### config.mk
export PLATFORM = sky130hd
export DESIGN_NAME = audio_frame_scheduler_flat
export DESIGN_NICKNAME = d
export VERILOG_FILES = /design/src/rtl/audio_frame_scheduler_if.sv /design/src/rtl/audio_frame_scheduler.sv /design/src/flat_wrapper.sv
export SDC_FILE = /design/constraint.sdc
export NUM_CORES = 1
export LEC_CHECK = 0
export BUFFER_PORTS_ARGS = -buffer_cell sky130_fd_sc_hd__buf_2
export CAP_MARGIN = 20
export CORE_ASPECT_RATIO = 1.5
export CORE_MARGIN = 4
export CORE_UTILIZATION = 56
export DETAILED_ROUTE_END_ITERATION = 8
export PLACE_DENSITY_LB_ADDON = 0.12
export SETUP_SLACK_MARGIN = 0.02
export SLEW_MARGIN = 20
export SYNTH_ARGS = -nofsm -noshare
export SYNTH_HDL_FRONTEND = slang
export SYNTH_SLANG_ARGS = --single-unit
### constraint.sdc
create_clock -name clk_audio -period 4.1 [get_ports clk_audio]
set_clock_uncertainty 0.2 [all_clocks]
set_input_delay 0.82 -clock clk_audio [delete_from_list [all_inputs] [get_ports clk_audio]]
set_output_delay 0.82 -clock clk_audio [all_outputs]
set_load 0.01 [all_outputs]
### src/rtl/audio_frame_scheduler_if.sv
// Job/result handshake between the frame scheduler and the shared HRTF/DSP engine.
// The scheduler is the master (issues jobs); the engine is the slave (returns results).
interface audio_frame_scheduler_if #(
    parameter int unsigned NUM_SRC = 4
);
    localparam int unsigned SRC_W = (NUM_SRC > 1) ? $clog2(NUM_SRC) : 1;

    logic                    job_valid;
    logic                    job_ready;
    logic [SRC_W-1:0]        job_src;
    logic signed [23:0]      job_sample;
    logic                    res_valid;
    logic signed [23:0]      res_l;
    logic signed [23:0]      res_r;

    modport master (
        output job_valid, job_src, job_sample,
        input  job_ready, res_valid, res_l, res_r
    );

    modport slave (
        input  job_valid, job_src, job_sample,
        output job_ready, res_valid, res_l, res_r
    );
endinterface

### src/rtl/audio_frame_scheduler.sv
// Per-frame scheduler: captures the I2S sample, issues one engine job per enabled source,
// accumulates L/R results and presents the saturated mix at the next frame boundary.
module audio_frame_scheduler #(
    parameter int unsigned NUM_SRC = 4,
    parameter int unsigned ACC_W   = 26
) (
    input  logic                   clk_audio,
    input  logic                   reset,
    input  logic                   new_sample_pulse,
    input  logic signed [23:0]     l_data_rx,
    input  logic signed [23:0]     r_data_rx,
    output logic signed [23:0]     l_data_tx,
    output logic signed [23:0]     r_data_tx,
    input  logic [NUM_SRC-1:0]     src_enable,
    audio_frame_scheduler_if.master eng,
    output logic                   busy,
    output logic                   overrun,
    output logic [7:0]             overrun_cnt,
    output logic [15:0]            frame_count
);
    localparam int unsigned SRC_W = (NUM_SRC > 1) ? $clog2(NUM_SRC) : 1;

    typedef enum logic [2:0] {IDLE, ISSUE, WAIT, SAT, DONE, DRAIN} state_t;

    state_t                    state_q, state_d;
    logic [SRC_W-1:0]          src_q, src_d;
    logic [NUM_SRC-1:0]        en_q, en_d;
    logic signed [ACC_W-1:0]   acc_l_q, acc_l_d, acc_r_q, acc_r_d;
    logic signed [23:0]        pend_l_q, pend_l_d, pend_r_q, pend_r_d;
    logic signed [23:0]        tx_l_q, tx_l_d, tx_r_q, tx_r_d;
    logic signed [23:0]        smp_q, smp_d, nxt_smp_q, nxt_smp_d;
    logic                      abort_q, abort_d;
    logic                      overrun_q, overrun_d;
    logic [7:0]                ovr_cnt_q, ovr_cnt_d;
    logic [15:0]               frame_q, frame_d;

    logic [24:0]               rx_sum;
    logic signed [23:0]        mono;
    logic [SRC_W:0]            first_new, first_cur, next_cur;

    // Returns {found, index} of the lowest enabled source at or above 'from'.
    function automatic logic [SRC_W:0] find_en(input logic [NUM_SRC-1:0] en,
                                               input logic [SRC_W:0] from);
        logic [SRC_W:0] r;
        r = '0;
        for (int unsigned i = 0; i < NUM_SRC; i++) begin
            if (!r[SRC_W] && en[i] && (i >= 32'(from)))
                r = {1'b1, SRC_W'(i)};
        end
        return r;
    endfunction

    function automatic logic signed [23:0] clamp24(input logic signed [ACC_W-1:0] a);
        if (a[ACC_W-1:23] == '0 || a[ACC_W-1:23] == '1)
            return a[23:0];
        else
            return a[ACC_W-1] ? 24'sh800000 : 24'sh7FFFFF;
    endfunction

    always_comb begin
        rx_sum    = {l_data_rx[23], l_data_rx} + {r_data_rx[23], r_data_rx};
        mono      = rx_sum[24:1];
        first_new = find_en(src_enable, '0);
        first_cur = find_en(en_q, '0);
        next_cur  = find_en(en_q, {1'b0, src_q} + (SRC_W+1)'(1));
    end

    always_comb begin
        state_d   = state_q;
        src_d     = src_q;
        en_d      = en_q;
        acc_l_d   = acc_l_q;
        acc_r_d   = acc_r_q;
        pend_l_d  = pend_l_q;
        pend_r_d  = pend_r_q;
        tx_l_d    = tx_l_q;
        tx_r_d    = tx_r_q;
        smp_d     = smp_q;
        nxt_smp_d = nxt_smp_q;
        abort_d   = abort_q;
        overrun_d = 1'b0;
        ovr_cnt_d = ovr_cnt_q;
        frame_d   = frame_q;

        // A pulse always opens a new frame; in a busy state it is also an overrun.
        if (new_sample_pulse) begin
            frame_d   = frame_q + 16'd1;
            en_d      = src_enable;
            nxt_smp_d = mono;
            acc_l_d   = '0;
            acc_r_d   = '0;
            if (state_q != ISSUE)
                smp_d = mono;
            if (state_q == IDLE || state_q == DONE) begin
                tx_l_d = pend_l_q;
                tx_r_d = pend_r_q;
            end else begin
                overrun_d = 1'b1;
                if (ovr_cnt_q != 8'hFF)
                    ovr_cnt_d = ovr_cnt_q + 8'd1;
            end
        end

        case (state_q)
            IDLE, DONE: begin
                if (new_sample_pulse) begin
                    if (first_new[SRC_W]) begin
                        src_d   = first_new[SRC_W-1:0];
                        state_d = ISSUE;
                    end else begin
                        pend_l_d = '0;
                        pend_r_d = '0;
                        state_d  = DONE;
                    end
                end
            end
            ISSUE: begin
                if (new_sample_pulse)
                    abort_d = 1'b1;
                if (eng.job_ready)
                    state_d = (abort_q || new_sample_pulse) ? DRAIN : WAIT;
            end
            WAIT: begin
                if (new_sample_pulse) begin
                    if (!eng.res_valid)
                        state_d = DRAIN;
                    else if (first_new[SRC_W]) begin
                        src_d   = first_new[SRC_W-1:0];
                        state_d = ISSUE;
                    end else begin
                        pend_l_d = '0;
                        pend_r_d = '0;
                        state_d  = DONE;
                    end
                end else if (eng.res_valid) begin
                    acc_l_d = acc_l_q + {{(ACC_W-24){eng.res_l[23]}}, eng.res_l};
                    acc_r_d = acc_r_q + {{(ACC_W-24){eng.res_r[23]}}, eng.res_r};
                    if (next_cur[SRC_W]) begin
                        src_d   = next_cur[SRC_W-1:0];
                        state_d = ISSUE;
                    end else begin
                        state_d = SAT;
                    end
                end
            end
            SAT: begin
                if (new_sample_pulse) begin
                    if (first_new[SRC_W]) begin
                        src_d   = first_new[SRC_W-1:0];
                        state_d = ISSUE;
                    end else begin
                        pend_l_d = '0;
                        pend_r_d = '0;
                        state_d  = DONE;
                    end
                end else begin
                    pend_l_d = clamp24(acc_l_q);
                    pend_r_d = clamp24(acc_r_q);
                    state_d  = DONE;
                end
            end
            DRAIN: begin
                // The sample of the newest frame was parked while an aborted job was held.
                if (!new_sample_pulse && eng.res_valid) begin
                    abort_d = 1'b0;
                    smp_d   = nxt_smp_q;
                    if (first_cur[SRC_W]) begin
                        src_d   = first_cur[SRC_W-1:0];
                        state_d = ISSUE;
                    end else begin
                        pend_l_d = '0;
                        pend_r_d = '0;
                        state_d  = DONE;
                    end
                end
            end
            default: state_d = IDLE;
        endcase
    end

    always_ff @(posedge clk_audio) begin
        if (reset) begin
            state_q   <= IDLE;
            src_q     <= '0;
            en_q      <= '0;
            acc_l_q   <= '0;
            acc_r_q   <= '0;
            pend_l_q  <= '0;
            pend_r_q  <= '0;
            tx_l_q    <= '0;
            tx_r_q    <= '0;
            smp_q     <= '0;
            nxt_smp_q <= '0;
            abort_q   <= 1'b0;
            overrun_q <= 1'b0;
            ovr_cnt_q <= '0;
            frame_q   <= '0;
        end else begin
            state_q   <= state_d;
            src_q     <= src_d;
            en_q      <= en_d;
            acc_l_q   <= acc_l_d;
            acc_r_q   <= acc_r_d;
            pend_l_q  <= pend_l_d;
            pend_r_q  <= pend_r_d;
            tx_l_q    <= tx_l_d;
            tx_r_q    <= tx_r_d;
            smp_q     <= smp_d;
            nxt_smp_q <= nxt_smp_d;
            abort_q   <= abort_d;
            overrun_q <= overrun_d;
            ovr_cnt_q <= ovr_cnt_d;
            frame_q   <= frame_d;
        end
    end

    assign eng.job_valid  = (state_q == ISSUE);
    assign eng.job_src    = src_q;
    assign eng.job_sample = smp_q;
    assign busy        = (state_q == ISSUE) || (state_q == WAIT) ||
                         (state_q == SAT)   || (state_q == DRAIN);
    assign overrun     = overrun_q;
    assign overrun_cnt = ovr_cnt_q;
    assign frame_count = frame_q;
    assign l_data_tx   = tx_l_q;
    assign r_data_tx   = tx_r_q;
endmodule

### src/flat_wrapper.sv
// flat-port wrapper written by rule: the top's interface ports become plain ports
module audio_frame_scheduler_flat 
#(
    parameter int unsigned NUM_SRC = 4,
    parameter int unsigned ACC_W   = 26
)
  (clk_audio, reset, new_sample_pulse, l_data_rx, r_data_rx, l_data_tx, r_data_tx, src_enable, busy, overrun, overrun_cnt, frame_count, eng_job_valid, eng_job_src, eng_job_sample, eng_job_ready, eng_res_valid, eng_res_l, eng_res_r);
  audio_frame_scheduler_if #(.NUM_SRC(NUM_SRC)) eng_i ();
  input  logic clk_audio;
  input  logic reset;
  input  logic new_sample_pulse;
  input  logic signed [23:0] l_data_rx;
  input  logic signed [23:0] r_data_rx;
  output logic signed [23:0] l_data_tx;
  output logic signed [23:0] r_data_tx;
  input  logic [NUM_SRC-1:0] src_enable;
  output logic busy;
  output logic overrun;
  output logic [7:0] overrun_cnt;
  output logic [15:0] frame_count;
  output wire logic [$bits(eng_i.job_valid)-1:0] eng_job_valid;
  output wire logic [$bits(eng_i.job_src)-1:0] eng_job_src;
  output wire logic [$bits(eng_i.job_sample)-1:0] eng_job_sample;
  input wire logic [$bits(eng_i.job_ready)-1:0] eng_job_ready;
  input wire logic [$bits(eng_i.res_valid)-1:0] eng_res_valid;
  input wire logic [$bits(eng_i.res_l)-1:0] eng_res_l;
  input wire logic [$bits(eng_i.res_r)-1:0] eng_res_r;
  assign eng_job_valid = eng_i.job_valid;
  assign eng_job_src = eng_i.job_src;
  assign eng_job_sample = eng_i.job_sample;
  assign eng_i.job_ready = eng_job_ready;
  assign eng_i.res_valid = eng_res_valid;
  assign eng_i.res_l = eng_res_l;
  assign eng_i.res_r = eng_res_r;
  audio_frame_scheduler #(.NUM_SRC(NUM_SRC), .ACC_W(ACC_W)) u_core (.clk_audio(clk_audio), .reset(reset), .new_sample_pulse(new_sample_pulse), .l_data_rx(l_data_rx), .r_data_rx(r_data_rx), .l_data_tx(l_data_tx), .r_data_tx(r_data_tx), .src_enable(src_enable), .eng(eng_i), .busy(busy), .overrun(overrun), .overrun_cnt(overrun_cnt), .frame_count(frame_count));
endmodule
# After elaboration in Yosys (flattened, before gate mapping)
# Index checks and enable logic that the tools add are counted.
# totals
regBits	231
output_inout_bits	101
word_cells	160
# classes
bitwise	2
muxes	67
reduce_logical	46
addsub	6
n_eq_ne	20
magnitude_cmp	4
# op_table
op	n
2-to-1 mux 24 bit	20
2-to-1 mux 26 bit	8
one-hot mux 24 bit (4 select lines)	2
2-to-1 mux 3 bit	22
adder 26 bit	2
adder 24 x 24 -> 25 bit	1
2-to-1 mux 2 bit	9
adder 16 x 1 -> 16 bit (second input constant)	1
one-hot mux 3 bit (5 select lines)	1
logical AND 1 bit	14
== test 3 bit (second input constant)	4
AND reduction 6 bit	2
logical NOT 1 bit	10
inequality test 2 bit (second input constant)	5
logical NOT 3 bit	3
adder 8 x 1 -> 8 bit (second input constant)	1
inequality test 2 x 1 -> 1 bit (second input constant)	4
inequality test 8 bit (second input constant)	1
logical OR 1 bit	7
== test 3 x 2 -> 1 bit (second input constant)	2
greater-or-equal comparator 1 x 3 -> 1 bit (first input constant)	2
greater-or-equal comparator 2 x 3 -> 1 bit (first input constant)	2
one-hot mux 2 bit (3 select lines)	1
AND reduction 3 bit	2
15 further kinds	19

# Longest topological paths before layout
# logic_depth
depth_word	20
ltp_mapped	11

# Worst setup path after synthesis
# OpenSTA, ideal clock, no wires.
# synth_path
path_kind	input port to flip-flop
startpoint	input l_data_rx[0]
endpoint	register u_core.smp_q[21], in the netlist u_core.eng.job_sample[21]
required_time_ns	3.759
arrival_ns	3.180
slack_ns	0.579
path_buffers	0
stages	10
cell_sequence	and2_1 > fa_1 > a21o_1 > a221o_1 > a221oi_4 > a21oi_2 > o41a_1 > a311o_1 > nand3_2 > a2111oi_2
# synth_via
elab_chain_len	5
# synth_rtl
element	line_no	source
start, declared	flat_wrapper.sv:12	input logic signed [23:0] l_data_rx;
adder 24 x 24 -> 25 bit *	audio_frame_scheduler.sv:61	rx_sum = {l_data_rx[23], l_data_rx} + {r_data_rx[23], r_data_rx};
2-to-1 mux 24 bit *	audio_frame_scheduler.sv:92	if (state_q != ISSUE)
2-to-1 mux 24 bit *	audio_frame_scheduler.sv:86	if (new_sample_pulse) begin
2-to-1 mux 24 bit	audio_frame_scheduler.sv:164	if (!new_sample_pulse && eng.res_valid) begin
2-to-1 mux 24 bit *	audio_frame_scheduler.sv:104	case (state_q)
end signal, assigned	audio_frame_scheduler.sv:208	smp_q <= smp_d;
end, declared	audio_frame_scheduler.sv:31	logic signed [23:0] smp_q, smp_d, nxt_smp_q, nxt_smp_d;
# Every way passes the cells marked *; elsewhere a longest branch is shown, timed or not.
# A chain may end at the register's enable or synchronous reset.

# Final worst setup path
# layout_path
startpoint	input l_data_rx[0]
endpoint	register u_core.nxt_smp_q[21]
# layout_via
elab_chain_len	1
# layout_rtl
element	line_no	source
adder 24 x 24 -> 25 bit	audio_frame_scheduler.sv:61	
end signal, assigned	audio_frame_scheduler.sv:209	nxt_smp_q <= nxt_smp_d;
end, declared	audio_frame_scheduler.sv:31	
# Every way passes these cells.

==> results_dict.tcl <==
set metrics [dict create \
    cts_resized 0 \
    synthFlopType "dfxtp_1" \
    ys_seq_elements 231 \
    viasPerCell 5.85 \
    setup_ws_ps 759 \
    synth_nets 1705 \
    synth-xor-area-share_pct 5.56 \
    hold_ws_ps 248 \
    setup_viol 0 \
    grt_pass1_wl_um 52800 \
    p_seq_share_pct 44.0 \
    wl_um 32300 \
    end_kind "flip-flop" \
    rows 65 \
    num-fill-cells 1869 \
    finalCritPeriodShare_pct 81.5 \
    seq_area_frac_synth_pct 38.1 \
    drtIter0Drc 711 \
    p_sw_share_pct 26.8 \
    cp_num_buf_inv 1 \
    powerDensity_nw_per_um2 381 \
    drc_errors 0 \
    start_util_pct 57.4 \
    cpPeakStageDelay_ps 410 \
    synthToLayoutAreaGrowth_pct 17.0 \
    setup.worst_path.class "input port to flip-flop" \
    tightest_slew_ps 968 \
    layout-drive-gt1-share_pct 16.2 \
    grt_pass1_vias 11000 \
    postCtsSetupBuffers 0 \
    path_cells "buf_2 -> and2_1 -> fa_1 -> a21o_1 -> a221o_1 -> a221oi_4 -> a21oi_2 -> o41a_1 -> a311o_1 -> nand3_2 -> o22ai_1" \
    hold_buffers 0 \
    hpwl_um 23500 \
    syn_area_per_cell_um2 7.97 \
    slew_violations 0 \
    clk_path_buf_depth 3 \
    die_w_um 128 \
    route.vias.total 11600 \
    hold_class "flip-flop to flip-flop" \
    synthMuxAreaShare_pct 1.98 \
    cts_tree "done" \
    nets 1878 \
    clock-sinks 231 \
    antenna_found_initial 1 \
    synth-compound-area-share_pct 23.8 \
    synthAdderAreaFrac_pct 8.23 \
    cts-root-buf "clkbuf_16" \
    die_area_um2 24100 \
    ios 206 \
    grt.total_usage_pct 25.9 \
    ir_drop_mv 0.270 \
    synth-warning-count 0 \
    place_ws_ps 255 \
    overflow 0 \
    required_ps 4250 \
    intPower_mw 3.96 \
    setup_tns_ps 0 \
    final_cells 1979 \
    dr.pass1.iters 5 \
    p_clk_share_pct 41.3 \
    relSlewSlack_pct 35.5 \
    critPathMaxFanout 4 \
    clk_latency_ps 510 \
    dpl.cell_count 1937 \
    drtAntennaViolNets 0 \
    fin_crit_ps 3340 \
    synth_top_family_by_area "compound AO/OA/AOI/OAI gates" \
    rsz0062_at_grt "false" \
    synthArstFlopShare_pct 0 \
    yosysUniqueCellTypes 72 \
    numPortBuffers 205 \
    wl_per_cell_um 16.3 \
    die_y_um 188 \
    switching_power_mw 1.45 \
    htreeDepth 1 \
    cp-start-kind "input port" \
    fmax_ghz 0.299 \
    core_um2 21100 \
    clk_pin_slew_ps 60 \
    numCtsBuffers 24 \
    synthCells 1522 \
    n_antenna_cell 0 \
    crit_arrival_ps 3490 \
    grt_start_max_net_pins 94 \
    p_leak_nw 6.23 \
    combPwrFrac_pct 14.7 \
    synthSimpleGateAreaFrac_pct 19.3 \
    finalHoldViolations 0 \
    cpMaxStageDelayCell "a221o_1" \
    cp_top_family "compound AO/OA/AOI/OAI gates" \
    place_congestion 0.925 \
    drv_cap 0 \
    netlist_area_um2 12100 \
    status "completed" \
    postLayoutCoreUtil_pct 67.1 \
    synth_edf_count 0 \
]
worst min-delay path, cell delays in order (launching register included):
cell     delay, ps
dfxtp_1        310
nand2_1         50
a21oi_1         50
synth_stat cells (24+ instances only):
cell type / count / share of area (%)
inv_1: 24 / 0.74
a21o_1: 38 / 2.4
xnor2_1: 37 / 2.7
a22oi_1: 28 / 1.7
o21ai_0: 96 / 4.0
nand2_1: 273 / 8.4
nor2_1: 162 / 5.0
dfxtp_1: 231 / 38
mux2i_1: 24 / 2.0
ha_1: 75 / 7.7
a21oi_1: 172 / 7.1
xor2_1: 40 / 2.9
nand3_1: 27 / 1.1
clkbuf_1: 70 / 2.2
routing by layer:
layer  share of wire, %  global-route usage (%)  up-vias
met5              0.050                       0        -
met4                2.9                    8.46        2
met3                5.1                    2.78       71
met1                 40                    31.5     5454
met2                 52                    47.1      311
li1                   -                       -     5740
logic make-up (layout without fill, tap and decap cells):
kind of cell / Yosys count / count (layout)
simple gates: 551 / 551
compound gates: 461 / 461
flops: 231 / 231
buf+inv: 100 / 289
fa+ha+maj: 78 / 78
xor+xnor: 77 / 77
mux: 24 / 24
power groups by stage:
stage          sequential [mW]  clock, mW  combinational, mW
6_report                  2.38       2.23              0.796
3_5_place_dp              2.43          0              0.793
4_1_cts                   2.38       2.28              0.798
3_3_place_gp              2.43          0              0.777
2_1_floorplan             2.43          0              0.531
5_1_grt                   2.39       2.37              0.885
stage by stage:
stage / power (mW) / instance area, um2
6_report: 5.41 / 14200
5_1_grt: 5.64 / 14200
4_1_cts: 5.45 / 14200
3_5_place_dp: 3.22 / 13400
3_3_place_gp: 3.21 / 13400
2_1_floorplan: 2.96 / 12100
sequential cells by signal (all words and copies together), names as in the netlist:
| signal | flops |
|---|---|
| u_core.abort_q | 1 |
| u_core.acc_l_q | 26 |
| u_core.acc_r_q | 26 |
| u_core.en_q | 4 |
| u_core.eng.job_sample | 24 |
| u_core.eng.job_src | 2 |
| u_core.frame_count | 16 |
| u_core.l_data_tx | 24 |
| u_core.nxt_smp_q | 24 |
| u_core.overrun | 1 |
| u_core.overrun_cnt | 8 |
| u_core.pend_l_q | 24 |
| u_core.pend_r_q | 24 |
| u_core.r_data_tx | 24 |
| u_core.state_q | 3 |
worst paths after layout:
kind	from	end	slack, ps	cells after the start
setup / recovery	l_data_rx[0]	u_core.nxt_smp_q[21]$_SDFFE_PP0P_	760	11
hold / removal	u_core.pend_r_q[0]$_SDFFE_PP0P_	u_core.r_data_tx[0]$_SDFFE_PP0P_	250	2
setup reg to reg	u_core.acc_r_q[1]$_SDFF_PP0_	u_core.acc_r_q[23]$_SDFF_PP0_	1030	10
hold reg to reg	u_core.pend_r_q[0]$_SDFFE_PP0P_	u_core.r_data_tx[0]$_SDFFE_PP0P_	250	2
cells in the final DEF, fill, tap and decap left out, drive strengths merged, types with 25 or more instances in the layout:
cell type / n
buf: 222
dfxtp: 231
a21oi: 173
clkbuf: 31
o21ai: 97
nand3: 28
xnor2: 37
nor2: 162
xor2: 40
a21o: 38
a22oi: 28
inv: 25
nand2: 273
ha: 75
area by class of cell:
type	count	area, um2	share of cell area, %
repair buffers	222	1160	8.17
flip-flops and latches	231	4620	32.6
multi-input cells	1191	7170	50.5
inverters	25	93.8	0.661
clock inverters	11	138	0.970
clock buffers	31	668	4.71
well taps	268	335	2.36
(Power assumes the default switching activity.)
